$ cat src/rtl/morphle_wb_loader_if.sv
// Wishbone classic slave bus bundle for the Morphle yblock configuration loader.
// Ports: stb/cyc/we/sel/adr/dat_i from the master; ack/dat_o from the slave.
// Single-beat accesses only; the slave returns one registered ack per access.
interface morphle_wb_loader_if;
    logic        wbs_stb_i;
    logic        wbs_cyc_i;
    logic        wbs_we_i;
    logic [3:0]  wbs_sel_i;
    logic [31:0] wbs_dat_i;
    logic [31:0] wbs_adr_i;
    logic        wbs_ack_o;
    logic [31:0] wbs_dat_o;

    modport master (
        output wbs_stb_i, wbs_cyc_i, wbs_we_i, wbs_sel_i, wbs_dat_i, wbs_adr_i,
        input  wbs_ack_o, wbs_dat_o
    );

    modport slave (
        input  wbs_stb_i, wbs_cyc_i, wbs_we_i, wbs_sel_i, wbs_dat_i, wbs_adr_i,
        output wbs_ack_o, wbs_dat_o
    );
endinterface

$ cat src/rtl/morphle_wb_loader.sv
// Wishbone register front-end and row-at-a-time configuration sequencer for one yblock.
// Latency: ack one cycle after stb&cyc; a row load occupies CONF_SETUP+CONF_PULSE+CONF_HOLD cycles.
// Backpressure: a CBIT write is wait-stated (no ack) while a load is in flight or cell_reset=1.
//
// Ports: wb_clk_i/wb_rst_i (async, active-low), wb (Wishbone slave modport),
//        cell_reset/confclk/cbitin to the yblock, cbitout/uout from it, uin into its top edge.
// Option: MORPHLE_CAPTURE_EN adds 2-flop synchronisers on uout/cbitout and a sticky
//        "uout changed" flag in STATUS bit2; without it those reads sample the raw inputs.
// Register map (adr[4:2]): 0 CTRL, 1 STATUS, 2 CBIT, 3 UIN, 4 UOUT, 5 CBITOUT; others read 0.
module morphle_wb_loader #(
    parameter int BLOCKWIDTH  = 16,
    parameter int BLOCKHEIGHT = 16,
    parameter int CONF_SETUP  = 2,
    parameter int CONF_PULSE  = 2,
    parameter int CONF_HOLD   = 2
) (
    input  logic                    wb_clk_i,
    input  logic                    wb_rst_i,
    morphle_wb_loader_if.slave      wb,
    output logic                    cell_reset,
    output logic                    confclk,
    output logic [BLOCKWIDTH-1:0]   cbitin,
    input  logic [BLOCKWIDTH-1:0]   cbitout,
    output logic [2*BLOCKWIDTH-1:0] uin,
    input  logic [2*BLOCKWIDTH-1:0] uout
);
    localparam int UW = 2 * BLOCKWIDTH;

    localparam logic [2:0] REG_CTRL    = 3'd0;
    localparam logic [2:0] REG_STATUS  = 3'd1;
    localparam logic [2:0] REG_CBIT    = 3'd2;
    localparam logic [2:0] REG_UIN     = 3'd3;
    localparam logic [2:0] REG_UOUT    = 3'd4;
    localparam logic [2:0] REG_CBITOUT = 3'd5;

    // Phase counters load length-1 and count down to zero.
    localparam logic [3:0] SETUP_LD = 4'(CONF_SETUP - 1);
    localparam logic [3:0] PULSE_LD = 4'(CONF_PULSE - 1);
    localparam logic [3:0] HOLD_LD  = 4'(CONF_HOLD - 1);
    localparam logic [7:0] ROW_LAST = 8'(BLOCKHEIGHT - 1);

    typedef enum logic [1:0] {
        ST_IDLE  = 2'd0,
        ST_SETUP = 2'd1,
        ST_PULSE = 2'd2,
        ST_HOLD  = 2'd3
    } state_t;

    state_t      state;
    logic [3:0]  cnt;
    logic [7:0]  row;
    logic        done;

    logic        req;
    logic        accept;
    logic        cbit_wr;
    logic        busy;
    logic        ctrl_wr;
    logic        uin_wr;
    logic        status_rd;
    logic [2:0]  reg_sel;
    logic [31:0] uin_ext;
    logic [31:0] rdata;
    logic        uout_chg;
    logic [UW-1:0]         uout_rd;
    logic [BLOCKWIDTH-1:0] cbitout_rd;

    // Only adr[4:2] is decoded.
    logic unused_adr;
    assign unused_adr = &{1'b0, wb.wbs_adr_i[31:5], wb.wbs_adr_i[1:0]};

    always_comb begin
        reg_sel = wb.wbs_adr_i[4:2];
        busy    = (state != ST_IDLE);
        // Masking with ack keeps a held strobe from producing back-to-back acks.
        req     = wb.wbs_stb_i & wb.wbs_cyc_i & ~wb.wbs_ack_o;
        cbit_wr = req & wb.wbs_we_i & (reg_sel == REG_CBIT);
        // Row loads wait for an idle sequencer and for the cells to be out of reset.
        accept    = req & ~(cbit_wr & (busy | cell_reset));
        ctrl_wr   = accept & wb.wbs_we_i & (reg_sel == REG_CTRL);
        uin_wr    = accept & wb.wbs_we_i & (reg_sel == REG_UIN);
        status_rd = accept & ~wb.wbs_we_i & (reg_sel == REG_STATUS);

        uin_ext = 32'(uin);
        for (int b = 0; b < 4; b++) begin
            if (wb.wbs_sel_i[b]) begin
                uin_ext[8*b +: 8] = wb.wbs_dat_i[8*b +: 8];
            end
        end

        rdata = 32'd0;
        case (reg_sel)
            REG_CTRL:    rdata = {31'd0, cell_reset};
            REG_STATUS:  rdata = {16'd0, row, 5'd0, uout_chg, done, busy};
            REG_UIN:     rdata = 32'(uin);
            REG_UOUT:    rdata = 32'(uout_rd);
            REG_CBITOUT: rdata = 32'(cbitout_rd);
            default:     rdata = 32'd0;
        endcase
    end

    always_ff @(posedge wb_clk_i or negedge wb_rst_i) begin
        if (!wb_rst_i) begin
            wb.wbs_ack_o <= 1'b0;
            wb.wbs_dat_o <= 32'd0;
            cell_reset   <= 1'b1;
            confclk      <= 1'b0;
            cbitin       <= '0;
            uin          <= '0;
            state        <= ST_IDLE;
            cnt          <= 4'd0;
            row          <= 8'd0;
            done         <= 1'b0;
        end else begin
            wb.wbs_ack_o <= accept;
            if (accept) begin
                wb.wbs_dat_o <= wb.wbs_we_i ? 32'd0 : rdata;
            end

            // Read-to-clear first so a same-cycle wrap below keeps done set.
            if (status_rd) begin
                done <= 1'b0;
            end

            case (state)
                ST_IDLE: begin
                    if (cbit_wr && accept) begin
                        cbitin <= wb.wbs_dat_i[BLOCKWIDTH-1:0];
                        state  <= ST_SETUP;
                        cnt    <= SETUP_LD;
                    end
                end
                ST_SETUP: begin
                    if (cnt == 4'd0) begin
                        state   <= ST_PULSE;
                        confclk <= 1'b1;
                        cnt     <= PULSE_LD;
                    end else begin
                        cnt <= cnt - 4'd1;
                    end
                end
                ST_PULSE: begin
                    if (cnt == 4'd0) begin
                        state   <= ST_HOLD;
                        confclk <= 1'b0;
                        cnt     <= HOLD_LD;
                    end else begin
                        cnt <= cnt - 4'd1;
                    end
                end
                ST_HOLD: begin
                    if (cnt == 4'd0) begin
                        state <= ST_IDLE;
                        if (row == ROW_LAST) begin
                            row  <= 8'd0;
                            done <= 1'b1;
                        end else begin
                            row <= row + 8'd1;
                        end
                    end else begin
                        cnt <= cnt - 4'd1;
                    end
                end
                default: state <= ST_IDLE;
            endcase

            // Freezing the cells aborts the load and overrides any row update above.
            if (ctrl_wr) begin
                cell_reset <= wb.wbs_dat_i[0];
                if (wb.wbs_dat_i[0]) begin
                    state   <= ST_IDLE;
                    confclk <= 1'b0;
                    cnt     <= 4'd0;
                    row     <= 8'd0;
                    done    <= 1'b0;
                end
            end

            if (uin_wr) begin
                uin <= uin_ext[UW-1:0];
            end
        end
    end

`ifdef MORPHLE_CAPTURE_EN
    logic [UW-1:0]         uout_s1, uout_s2, uout_prev;
    logic [BLOCKWIDTH-1:0] cbitout_s1, cbitout_s2;

    always_ff @(posedge wb_clk_i or negedge wb_rst_i) begin
        if (!wb_rst_i) begin
            uout_s1    <= '0;
            uout_s2    <= '0;
            uout_prev  <= '0;
            cbitout_s1 <= '0;
            cbitout_s2 <= '0;
            uout_chg   <= 1'b0;
        end else begin
            uout_s1    <= uout;
            uout_s2    <= uout_s1;
            uout_prev  <= uout_s2;
            cbitout_s1 <= cbitout;
            cbitout_s2 <= cbitout_s1;
            // A change seen in the same cycle as a STATUS read is kept.
            if (uout_s2 != uout_prev) begin
                uout_chg <= 1'b1;
            end else if (status_rd) begin
                uout_chg <= 1'b0;
            end
        end
    end

    assign uout_rd    = uout_s2;
    assign cbitout_rd = cbitout_s2;
`else
    assign uout_rd    = uout;
    assign cbitout_rd = cbitout;
    assign uout_chg   = 1'b0;
`endif

endmodule

$ cat src/flat_wrapper.sv
// flat-port wrapper written by rule: the top's interface ports become plain ports
module morphle_wb_loader_flat 
#(
    parameter int BLOCKWIDTH  = 16,
    parameter int BLOCKHEIGHT = 16,
    parameter int CONF_SETUP  = 2,
    parameter int CONF_PULSE  = 2,
    parameter int CONF_HOLD   = 2
)
  (wb_clk_i, wb_rst_i, cell_reset, confclk, cbitin, cbitout, uin, uout, wb_wbs_stb_i, wb_wbs_cyc_i, wb_wbs_we_i, wb_wbs_sel_i, wb_wbs_dat_i, wb_wbs_adr_i, wb_wbs_ack_o, wb_wbs_dat_o);
  morphle_wb_loader_if wb_i ();
  input  logic wb_clk_i;
  input  logic wb_rst_i;
  output logic cell_reset;
  output logic confclk;
  output logic [BLOCKWIDTH-1:0] cbitin;
  input  logic [BLOCKWIDTH-1:0] cbitout;
  output logic [2*BLOCKWIDTH-1:0] uin;
  input  logic [2*BLOCKWIDTH-1:0] uout;
  input wire logic [$bits(wb_i.wbs_stb_i)-1:0] wb_wbs_stb_i;
  input wire logic [$bits(wb_i.wbs_cyc_i)-1:0] wb_wbs_cyc_i;
  input wire logic [$bits(wb_i.wbs_we_i)-1:0] wb_wbs_we_i;
  input wire logic [$bits(wb_i.wbs_sel_i)-1:0] wb_wbs_sel_i;
  input wire logic [$bits(wb_i.wbs_dat_i)-1:0] wb_wbs_dat_i;
  input wire logic [$bits(wb_i.wbs_adr_i)-1:0] wb_wbs_adr_i;
  output wire logic [$bits(wb_i.wbs_ack_o)-1:0] wb_wbs_ack_o;
  output wire logic [$bits(wb_i.wbs_dat_o)-1:0] wb_wbs_dat_o;
  assign wb_i.wbs_stb_i = wb_wbs_stb_i;
  assign wb_i.wbs_cyc_i = wb_wbs_cyc_i;
  assign wb_i.wbs_we_i = wb_wbs_we_i;
  assign wb_i.wbs_sel_i = wb_wbs_sel_i;
  assign wb_i.wbs_dat_i = wb_wbs_dat_i;
  assign wb_i.wbs_adr_i = wb_wbs_adr_i;
  assign wb_wbs_ack_o = wb_i.wbs_ack_o;
  assign wb_wbs_dat_o = wb_i.wbs_dat_o;
  morphle_wb_loader #(.BLOCKWIDTH(BLOCKWIDTH), .BLOCKHEIGHT(BLOCKHEIGHT), .CONF_SETUP(CONF_SETUP), .CONF_PULSE(CONF_PULSE), .CONF_HOLD(CONF_HOLD)) u_core (.wb_clk_i(wb_clk_i), .wb_rst_i(wb_rst_i), .wb(wb_i), .cell_reset(cell_reset), .confclk(confclk), .cbitin(cbitin), .cbitout(cbitout), .uin(uin), .uout(uout));
endmodule
$ cat config.mk
export PLATFORM = sky130hd
export DESIGN_NAME = morphle_wb_loader_flat
export DESIGN_NICKNAME = d
export VERILOG_FILES = /design/src/rtl/morphle_wb_loader_if.sv /design/src/rtl/morphle_wb_loader.sv /design/src/flat_wrapper.sv
export SDC_FILE = /design/constraint.sdc
export NUM_CORES = 1
export LEC_CHECK = 0
export CAP_MARGIN = 20
export CORE_ASPECT_RATIO = 0.5
export CORE_MARGIN = 2
export CORE_UTILIZATION = 43
export CTS_CLUSTER_DIAMETER = 150
export DETAILED_ROUTE_END_ITERATION = 8
export PLACE_DENSITY = 0.82
export SYNTH_ARGS = -nofsm -noshare
export SYNTH_HDL_FRONTEND = slang
export SYNTH_SLANG_ARGS = --single-unit
export TNS_END_PERCENT = 30
$ cat constraint.sdc
create_clock -name wb_clk_i -period 2.1 [get_ports wb_clk_i]
set_input_delay 0.42 -clock wb_clk_i [delete_from_list [all_inputs] [get_ports wb_clk_i]]
set_output_delay 0.42 -clock wb_clk_i [all_outputs]
set_load 0.01 [all_outputs]
# [Yosys cells after proc, flatten, opt, wreduce, memory -nomap -nowiden]
# Cells that the tools add are included.
[totals] reg_bits=98 inputBits=121 output_inout_bits=83 word_cells=81
[classes] addsub=2 eq_ne=9 muxes=31 n_bitwise=15 n_reduce_logical=11
[op_table] operator="$pmux 32 s5" n=1
[op_table] operator="$mux 8" n=5
[op_table] operator="$mux 32" n=1
[op_table] operator="$mux 4" n=5
[op_table] operator="$mux 2" n=6
[op_table] operator="$pmux 4 s3" n=1
[op_table] operator="$and 1x1->1" n=11
[op_table] operator="$mux 1" n=10
[op_table] operator="$reduce_and 2->1" n=5
[op_table] operator="$add 8x1->8 const B" n=1
[op_table] operator="$eq 8x4->1 const B" n=1
[op_table] operator="$pmux 2 s4" n=1
[op_table] operator="$eq 3x2->1 const B" n=2
[op_table] operator="$eq 3x3->1 const B" n=2
[op_table] operator="$eq 2x2->1 const B" n=2
[op_table] operator="$logic_not 4->1" n=1
[op_table] operator="$sub 4x1->4 const B" n=1
[op_table] operator="$eq 3x1->1 const B" n=1
[op_table] operator="$logic_not 3->1" n=1
[op_table] operator="$not 1->1" n=3
[op_table] operator="$eq 2x1->1 const B" n=1
[op_table] operator="$logic_not 2->1" n=1
[op_table] operator="$pmux 1 s2" n=1
[op_table] operator="$reduce_bool 2->1" n=1
[op_table] operator="other kinds (3)" n=3

# [Logic depth before layout (Yosys ltp)]
# Gate-level depths: netlist of the first run.
[logic_depth] word_depth=15 depth_mapped=8 mapped_depth_nobuf=8

# [Least setup slack after synthesis of the first run]
# Ideal clock, no wire load.
[synth_timing] kind="in2reg" startpoint="in wb_wbs_adr_i[4]" endpoint="reg u_core.uin[0]" setup_time_ps=128 arrival_time_ps=1660 required_ps=1972 slack_ps=313 path_stages=7 n_path_buf=3 path_cell_list="buf_2 -> and3b_1 -> buf_2 -> and3_1 -> buf_4 -> nand2_4 -> mux2_1"
[synth_between] elab_chain_len=8 word_cells_on_any_way=9 classes_between="2 x eq/ne; 6 x bitwise; 1 x reduce/logical"
[synth_lines] item="start: declaration" line="flat_wrapper.sv:25" source="input wire logic [$bits(wb_i.wbs_adr_i)-1:0] wb_wbs_adr_i;"
[synth_lines] item="$eq 3x2->1" line="morphle_wb_loader.sv:77" source="cbit_wr = req & wb.wbs_we_i & (reg_sel == REG_CBIT);"
[synth_lines] item="$and 1x1->1" line="morphle_wb_loader.sv:77"
[synth_lines] item="$and 1x1->1" line="morphle_wb_loader.sv:79" source="accept = req & ~(cbit_wr & (busy | cell_reset));"
[synth_lines] item="$not 1->1" line="morphle_wb_loader.sv:79"
[synth_lines] item="$and 1x1->1" line="morphle_wb_loader.sv:79"
[synth_lines] item="$and 1x1->1" line="morphle_wb_loader.sv:81" source="uin_wr = accept & wb.wbs_we_i & (reg_sel == REG_UIN);"
[synth_lines] item="$and 1x1->1 *" line="morphle_wb_loader.sv:81"
[synth_lines] item="$reduce_and 2->1 (no line) *"
[synth_lines] item="end signal: assignment" line="morphle_wb_loader.sv:180" source="uin <= uin_ext[UW-1:0];"
[synth_lines] item="end: declaration" line="morphle_wb_loader.sv:24" source="output logic [2*BLOCKWIDTH-1:0] uin,"
# Mark *: on every way between the ends. The rest lies on a longest branch, timed or not.
# A chain may end at the register's enable or synchronous reset.

# [Final worst setup path of the first run]
[layout_timing] startpoint="in wb_wbs_adr_i[3]" endpoint="reg u_core.cbitin[13]"
[layout_between] elab_chain_len=7
[layout_lines] item="$eq 3x2->1 *" line="morphle_wb_loader.sv:77"
[layout_lines] item="$and 1x1->1 *" line="morphle_wb_loader.sv:77"
[layout_lines] item="$and 1x1->1" line="morphle_wb_loader.sv:79"
[layout_lines] item="$not 1->1" line="morphle_wb_loader.sv:79"
[layout_lines] item="$and 1x1->1" line="morphle_wb_loader.sv:79"
[layout_lines] item="$logic_and 1x1->1 *" line="morphle_wb_loader.sv:127" source="if (cbit_wr && accept) begin"
[layout_lines] item="$reduce_and 2->1 (no line) *"
[layout_lines] item="end signal: assignment" line="morphle_wb_loader.sv:128" source="cbitin <= wb.wbs_dat_i[BLOCKWIDTH-1:0];"
[layout_lines] item="end: declaration" line="morphle_wb_loader.sv:22" source="output logic [BLOCKWIDTH-1:0] cbitin,"
# Marked as above.

==> results.cfg, run 1 <==
[outcome]
status = finished, final reports clean

[power]
power-per-cell-area_nw_per_um2 = 795
static-leakage-power_nw = 3.14
finalPower_mw = 5.60
power.ir.vdd_worst_mv = 0.444

[timing]
min_period_ns = 1.97
final.period_utilization_pct = 93.9
timing.final.max_slew_violations = 0
finalHoldViolCount = 0
unrepaired_setup_endpoints_after_global_routing = false
final.setup.tns_ns = 0
timing.clock.skew_ns = 0.00639
timing.max_slew.rel_slack_pct = 65.9
setup_viol = 0
fmaxAchievable_mhz = 507
fin_ws_ns = 0.128
worstMarginPinSlew_ns = 0.511
fin_hold_ws_ns = 0.00270

[worst_setup_path]
cp_max_fo = 8
cp.required_ns = 2.32
critPathArrivalTime_ns = 2.19
cp-end-kind = register
type_of_the_worst_setup_path = in -> reg
r2r_setup_slack_ns = 0.18
worstSetupStartpointType = input port

[logic_synthesis]
netlist_top_cells_count = sky130_fd_sc_hd__dfrtp_1 (97), sky130_fd_sc_hd__nand2_1 (89), sky130_fd_sc_hd__mux2_1 (33)
synth-warning-count = 0
yosys.cell_count.top_type = sky130_fd_sc_hd__dfrtp_1
synth.top_cells.by_area = sky130_fd_sc_hd__dfrtp_1 (52%), sky130_fd_sc_hd__mux2_1 (7.9%), sky130_fd_sc_hd__nand2_1 (7.1%)
syn_area_per_cell_um2 = 10.2
cell_count_after_synthesis = 458
synth.ff_latch_count = 98
synth.largest_area_cell = sky130_fd_sc_hd__dfrtp_1
synth_largest_type_area_fraction_pct = 51.7
async_reset_ff_share_pct = 100
yosysSeqAreaShare_pct = 52.3
synth_enable_flop_cells = 0
top_reg_cell_synth = sky130_fd_sc_hd__dfrtp_1
netlist_area_pre_place_um2 = 4690
syn_nets = 587
netlist-cell-type-count = 52

[global_route]
grt_remaining_overflow = 0
grt_max_degree = 41
global_route_wire_length_before_repair_mm = 21.5
antenna_found_initial = 0
grt.total_usage_pct = 24.0
grt_pass1_vias = 4006

[clock_network]
clock-sinks = 98
ctsResizeCount = 0
clock_tree_from_tritoncts = built
insertion_delay_ns = 0.34
numCtsBuffers = 9
cts-root-to-sink-buffers = 2
ctsHtreeMaxLevel = 3
worst_setup_hold_path_clk_slew_ns = 0.06
clock_tree.root_cell = sky130_fd_sc_hd__clkbuf_16
post_cts_buffers = 0
post_cts_hold_buffer_count = 0

[floorplan]
placeableCoreArea_um2 = 10400
placement_rows = 26
floorplan.die_area_um2 = 11800
ioPinCount = 204
chipHeight_um = 77.9
die_w_um = 152
start_util_pct = 45.1

[routing]
drc = 0
final_antenna_net_count = 0
routed-via-count = 4192
routed_wire_per_std_cell_um = 17.7
detailroute.wirelength.met2_mm = 7.02
firstDrtPassIters = 5
routed_metal_1_wirelength_mm = 6.10
met3WireLength_um = 540
post_dr_vias_cell = 5.33
max_layer_used = met4
first_iter_violations = 317
route.final.wire_length_mm = 13.9

[placed_design]
place_area_um2 = 6760
dpl_worst_slack_ns = -0.159
numPlacedInstances = 772
place.port_buffers = 174
hpwl_dp_mm = 10.5
gp_congestion = 0.884

[layout]
antenna-diode-count = 0
multi_input_area_um2 = 2090
sequential_cell_area_um2 = 2450
fin_util_pct = 67.7
finalNetCount = 772
area_growth_from_synthesis_to_layout_pct = 50.1
finish.instance_area_um2 = 7040
post_route_cells_drive_above_1_share_pct = 8.66
fillers = 803
stdcell_count = 787

[run]
cap_violations = 0

[hold_path]
worst_hold_path_type = in -> async
==> layout make-up <==
cell class	count	share of cell area, %
Sequential cell	98	34.8
Multi-Input combinational cell	321	29.7
Timing Repair Buffer	203	28.5
Clock buffer	11	3.59
Tap cell	140	2.49
Inverter	10	0.533
Clock inverter	4	0.391
==> layer usage <==
layer / vias to the layer above / GRT usage [%]
met3: 21 / 4.18
met2: 126 / 39.1
met1: 2066 / 32.5
met4: 0 / 7.96
li1: 1979 / -
met5: - / 0
==> report_power, final <==
group | internal (mW) | total (mW) | switching (mW)
Combinational | 0.857 | 1.60 | 0.739
Clock | 0.862 | 1.56 | 0.695
Sequential | 2.16 | 2.45 | 0.286
==> sequential cells by signal, indices dropped and copies added (netlist names), 2 cells and up <==
name	cells
u_core.uin	32
u_core.row	8
u_core.state	2
u_core.cnt	4
u_core.wb.wbs_dat_o	32
u_core.cbitin	16
==> worst paths after layout <==
| kind | start | end | cells after the start |
|---|---|---|---|
| max in group asynchronous | wb_rst_i | u_core.cbitin[6] | 2 |
| hold reg to reg | u_core.cbitin[12] | u_core.cbitin[12] | 2 |
| min in group wb_clk_i | u_core.cbitin[12] | u_core.cbitin[12] | 2 |
| hold / removal | wb_rst_i | u_core.uin[16] | 1 |
| setup / recovery | wb_wbs_adr_i[3] | u_core.cbitin[13] | 7 |
| setup reg to reg | u_core.state[1] | u_core.cbitin[13] | 7 |
==> critical path, stage by stage <==
cell and delay [ns]:
sky130_fd_sc_hd__clkdlybuf4s50_1 0.49, sky130_fd_sc_hd__buf_4 0.16, sky130_fd_sc_hd__nor4bb_1 0.39, sky130_fd_sc_hd__nand3_1 0.31, sky130_fd_sc_hd__buf_4 0.27, sky130_fd_sc_hd__nand2_1 0.07
sky130_fd_sc_hd__nand2_1 0.07
==> placed cells by master, fill, tap and decap left out, drive strengths merged, types with 15 or more instances in the layout <==
cell,n
buf,30
mux2i,15
nor2,24
dfrtp,97
nand2,93
mux2,33
a22oi,17
o21ai,38
clkdlybuf4s50,173
a21oi,15
==> logic make-up after synthesis <==
kind of cell	synth area share [%]
buffers and inverters	3.49
AOI/OAI and AO/OA	13.8
and+or+nand+nor	16.6
muxes	11.1
DFF	52.3
adders and majority gates	2.13
xor gates and xnor gates	0.560
(Power assumes the default switching activity.)
==> run 2: changes to the inputs <==
Settings changed: PLACE_DENSITY 0.82 to 0.8.
==> run 2 against run 1 <==
Flip-flop and latch count unchanged. Register-to-register slack better by 0.05 ns. Core utilization up 1.2 points. Clock-buffer cell count down 2. Design area up 1.8%. Setup slack better by 0.033 ns. Critical endpoint is now u_core.cbitin[10].
==> results.cfg, run 2 (synthesis results as in run 1) <==
[clock_network]
clock-sinks = 98
worst_setup_hold_path_clk_slew_ns = 0.07
numCtsBuffers = 9
clock_tree.root_cell = sky130_fd_sc_hd__clkbuf_16
ctsHtreeMaxLevel = 3
clock_tree_from_tritoncts = built
cts-root-to-sink-buffers = 2
insertion_delay_ns = 0.34

[worst_setup_path]
critical_path.top_delay_family = simple AND/OR/NAND/NOR gates
critical_path.most_common_cell = sky130_fd_sc_hd__nand2_1
cp_max_fo = 8
cp_num_buf_inv = 2
crit_path_cell_trace = clkdlybuf4s50_1 -> nor4bb_1 -> nand3_2 -> buf_4 -> nand2_1 -> nand2_1
critPathArrivalTime_ns = 2.16
type_of_the_worst_setup_path = in -> reg
critical_path.max_stage_delay_ns = 0.60
cp-end-kind = register
cp.required_ns = 2.32
worst_path_max_delay_cell = sky130_fd_sc_hd__clkdlybuf4s50_1
worstSetupStartpointType = input port

[timing]
timing.max_slew.rel_slack_pct = 67.1
worstMarginPinSlew_ns = 0.487
final.setup.tns_ns = 0
fmaxAchievable_mhz = 516
final.period_utilization_pct = 92.3
timing.clock.skew_ns = 0.00703
finalHoldViolCount = 0
setup_viol = 0
fin_ws_ns = 0.161
timing.final.max_slew_violations = 0
unrepaired_setup_endpoints_after_global_routing = false
min_period_ns = 1.94
fin_hold_ws_ns = 0.477

[global_route]
global_route_wire_length_before_repair_mm = 21.8
grt_pass1_vias = 4098
antenna_found_initial = 0
grt.total_usage_pct = 23.9
grt_remaining_overflow = 0
grt_max_degree = 47

[routing]
drc = 0
first_iter_violations = 231
final_antenna_net_count = 0
post_dr_vias_cell = 5.23
firstDrtPassIters = 4
routed-via-count = 4130
routed_wire_per_std_cell_um = 17.4
route.final.wire_length_mm = 13.7

[power]
power-per-cell-area_nw_per_um2 = 847
static-leakage-power_nw = 3.19
power.ir.vdd_worst_mv = 0.464

[layout]
area_growth_from_synthesis_to_layout_pct = 52.7
finalNetCount = 773
fillers = 791
sequential_cell_area_um2 = 2450
largestRegisters = u_core.uin: 32 flops, u_core.wb.wbs_dat_o: 32 flops, u_core.cbitin: 16 flops
multi_input_area_um2 = 2100
stdcell_count = 789
finish.instance_area_um2 = 7170
post_route_cells_drive_above_1_share_pct = 9.09
antenna-diode-count = 0
most_common_library_cell_in_the_layout_ignoring_fill_and_taps = sky130_fd_sc_hd__clkdlybuf4s50_1
highest_count_cells_in_the_layout_ignoring_fill_and_taps = sky130_fd_sc_hd__clkdlybuf4s50_1 (173), sky130_fd_sc_hd__dfrtp_1 (97), sky130_fd_sc_hd__nand2_1 (89)

[floorplan]
die_w_um = 152
ioPinCount = 204
floorplan.die_area_um2 = 11800
placeableCoreArea_um2 = 10400
start_util_pct = 45.1
chipHeight_um = 77.9
placement_rows = 26

[placed_design]
gp_congestion = 0.850
dpl_worst_slack_ns = -0.122
hpwl_dp_mm = 10.3
place.port_buffers = 174
numPlacedInstances = 772
place_area_um2 = 6780

[outcome]
status = finished, final reports clean

[hold_path]
worst_hold_path_type = reg -> reg

[run]
cap_violations = 0
## run 2: final cells by class
cell class                      instances  share of cell area (%)
Clock buffer                            9                    3.14
Clock inverter                          7                    2.04
Inverter                               10                   0.524
Multi-Input combinational cell        321                    29.3
Sequential cell                        98                    34.2
Tap cell                              140                    2.44
Timing Repair Buffer                  204                    28.3
## run 2: layer usage
layer,GRT usage (%),part of all wire [%],vias to the layer above
met2,40.1,50,102
met3,5.06,4.0,22
met4,6.57,1.9,0
li1,-,-,1995
met5,0,0,-
met1,31.5,44,2011
## run 2: worst paths after layout
path	to	startpoint	cells past startpoint	slack, ns
max	u_core.cbitin[10]	wb_wbs_adr_i[3]	6	0.16
min	u_core.cbitin[8]	u_core.cbitin[8]	2	0.48
max reg2reg	u_core.cbitin[10]	u_core.state[0]	7	0.23
min reg2reg	u_core.cbitin[8]	u_core.cbitin[8]	2	0.48
max in group asynchronous	u_core.cell_reset	wb_rst_i	3	1.00
min in group asynchronous	u_core.wb.wbs_dat_o[12]	wb_rst_i	2	0.50
## run 2: power breakdown
group,switching (mW),internal [mW]
sequential,0.278,2.16
clock,0.743,1.30
combinational,0.733,0.857
## run 2: stage by stage
stage / power [mW] / utilization (%)
floorplan: 3.22 / -
global placement: 3.98 / 65.1
detailed placement: 4.03 / 65.1
CTS: 6.09 / 68.8
global route: 6.36 / 68.8
finish: 6.07 / 68.8
## run 2: repair_timing
item,4_1_cts,5_1_grt
endpoints found under the hold margin,14,0
gates resized for setup,0,2
hold buffers,1,0
endpoints found under the setup margin,0,2
buffers inserted,0,0
## run 2: worst reg2reg max path: stages (launching register included)
cell and delay (ns):
sky130_fd_sc_hd__dfrtp_1 0.43, sky130_fd_sc_hd__inv_1 0.13, sky130_fd_sc_hd__ha_1 0.22, sky130_fd_sc_hd__nor2b_1 0.35, sky130_fd_sc_hd__nand3_2 0.23, sky130_fd_sc_hd__buf_4 0.24
sky130_fd_sc_hd__nand2_1 0.09, sky130_fd_sc_hd__nand2_1 0.07
==> run 3: changes to the inputs <==
Settings changed: CTS_CLUSTER_SIZE set to 12, RECOVER_POWER set to 50.
==> run 3 against run 2 <==
Hold slack worse by 0.0057 ns. Register-to-register slack about the same. Via count down 0.22%.
==> results.cfg, run 3 (synthesis results as in run 1) <==
[timing]
min_period_ns = 1.94
timing.clock.skew_ns = 0.00708
setup_viol = 0
worstMarginPinSlew_ns = 1.03
timing.final.max_slew_violations = 0
fmaxAchievable_mhz = 516
fin_hold_ws_ns = 0.471
unrepaired_setup_endpoints_after_global_routing = false
finalHoldViolCount = 0
timing.max_slew.rel_slack_pct = 31.5
final.period_utilization_pct = 92.3

[worst_setup_path]
type_of_the_worst_setup_path = in -> reg
cp_max_fo = 8
cp.required_ns = 2.32
worstSetupStartpointType = input port
critPathArrivalTime_ns = 2.16
cp-end-kind = register

[power]
finalPower_mw = 6.04
power.ir.vdd_worst_mv = 0.462
static-leakage-power_nw = 3.32
power-per-cell-area_nw_per_um2 = 843

[layout]
fillers = 794
most_common_library_cell_in_the_layout_ignoring_fill_and_taps = sky130_fd_sc_hd__clkdlybuf4s50_1
antenna-diode-count = 0
sequential_cell_area_um2 = 2450
largestRegisters = u_core.uin: 32 flops, u_core.wb.wbs_dat_o: 32 flops, u_core.cbitin: 16 flops
finalNetCount = 773
area_growth_from_synthesis_to_layout_pct = 52.6
post_route_cells_drive_above_1_share_pct = 8.94
multi_input_area_um2 = 2100
highest_count_cells_in_the_layout_ignoring_fill_and_taps = sky130_fd_sc_hd__clkdlybuf4s50_1 (133), sky130_fd_sc_hd__dfrtp_1 (97), sky130_fd_sc_hd__nand2_1 (89)
stdcell_count = 789

[floorplan]
placement_rows = 26
placeableCoreArea_um2 = 10400
ioPinCount = 204
start_util_pct = 45.1
floorplan.die_area_um2 = 11800
die_w_um = 152
chipHeight_um = 77.9

[clock_network]
insertion_delay_ns = 0.34
clock_tree_from_tritoncts = built
clock-sinks = 98
cts-root-to-sink-buffers = 2
clock_tree.root_cell = sky130_fd_sc_hd__clkbuf_16
worst_setup_hold_path_clk_slew_ns = 0.07
ctsHtreeMaxLevel = 3
numCtsBuffers = 9

[global_route]
grt_max_degree = 47
global_route_wire_length_before_repair_mm = 21.8
grt_remaining_overflow = 0
antenna_found_initial = 0
grt_pass1_vias = 4098
grt.total_usage_pct = 23.9

[hold_path]
worst_hold_path_type = reg -> reg

[placed_design]
numPlacedInstances = 772
hpwl_dp_mm = 10.3
gp_congestion = 0.850
place.port_buffers = 174

[routing]
firstDrtPassIters = 4
final_antenna_net_count = 0
first_iter_violations = 224
routed-via-count = 4121
post_dr_vias_cell = 5.22
routed_wire_per_std_cell_um = 17.4
route.final.wire_length_mm = 13.7
drc = 0

[run]
cap_violations = 0

[outcome]
status = finished, final reports clean
[run 3: changes by cell type in the layout (fill, tap and decap cells not counted), sizes merged]
cell,change
clkbuf,+1
buf,-1
dlygate4sd3,+40
clkdlybuf4s50,-40
[run 3: where the power goes]
part / switching, mW / internal [mW] / total, mW / leakage [nW]
logic: 0.733 / 0.831 / 1.56 / 1.83
registers: 0.273 / 2.16 / 2.43 / 1.31
clock network: 0.743 / 1.30 / 2.04 / 0.181
total: 1.75 / 4.29 / 6.04 / 3.32
[run 3: metrics by stage]
step	cell area (um2)	TNS (ns)	utilization [%]	setup WS (ns)
after global routing	7160	0	68.8	0.0627
after CTS	7160	0	68.8	0.184
after detailed placement	6780	-4.05	65.1	-0.122
after floorplan	4690	0	-	0.313
after global placement	6780	-2.25	65.1	-0.0580
final	7160	0	68.8	0.161
[run 3: metal layers]
layer  up-vias  part of all wire (%)  wire, um  GRT usage, %
li1       1997                     -         -             -
met1      2005                    44      6000          31.5
met2        97                    50      6910          40.1
met3        22                   3.9       528          5.06
met4         0                   1.9       263          6.57
met5         -                     0         0             0
[run 3: worst paths after layout]
kind	cells past startpoint	slack, ns	to	startpoint
max	6	0.16	u_core.cbitin[10]	wb_wbs_adr_i[3]
min	2	0.47	u_core.cbitin[12]	u_core.cbitin[12]
max reg2reg	7	0.23	u_core.cbitin[10]	u_core.state[0]
min reg2reg	2	0.47	u_core.cbitin[12]	u_core.cbitin[12]
max in group asynchronous	3	0.32	u_core.uin[20]	wb_rst_i
min in group asynchronous	2	0.79	u_core.wb.wbs_dat_o[12]	wb_rst_i
[run 3: repair_timing]
action | in CTS | in global routing
hold buffers | 1 | 0
endpoints found under the setup margin | 0 | 2
gates resized for setup | 0 | 2
hold endpoints to repair | 14 | 0
buffers inserted | 0 | 0
[run 3: critical path: stages]
cell,delay (ns)
sky130_fd_sc_hd__clkdlybuf4s50_1,0.60
sky130_fd_sc_hd__nor4bb_1,0.51
sky130_fd_sc_hd__nand3_2,0.23
sky130_fd_sc_hd__buf_4,0.24
sky130_fd_sc_hd__nand2_1,0.09
sky130_fd_sc_hd__nand2_1,0.07
[run 3: layout make-up]
cell class	count	share of cell area [%]
well taps	140	2.45
repair buffers	204	28.3
multi-input cells	321	29.3
clock inverters	7	2.04
clock buffers	9	3.15
flip-flops and latches	98	34.3
inverters	10	0.524
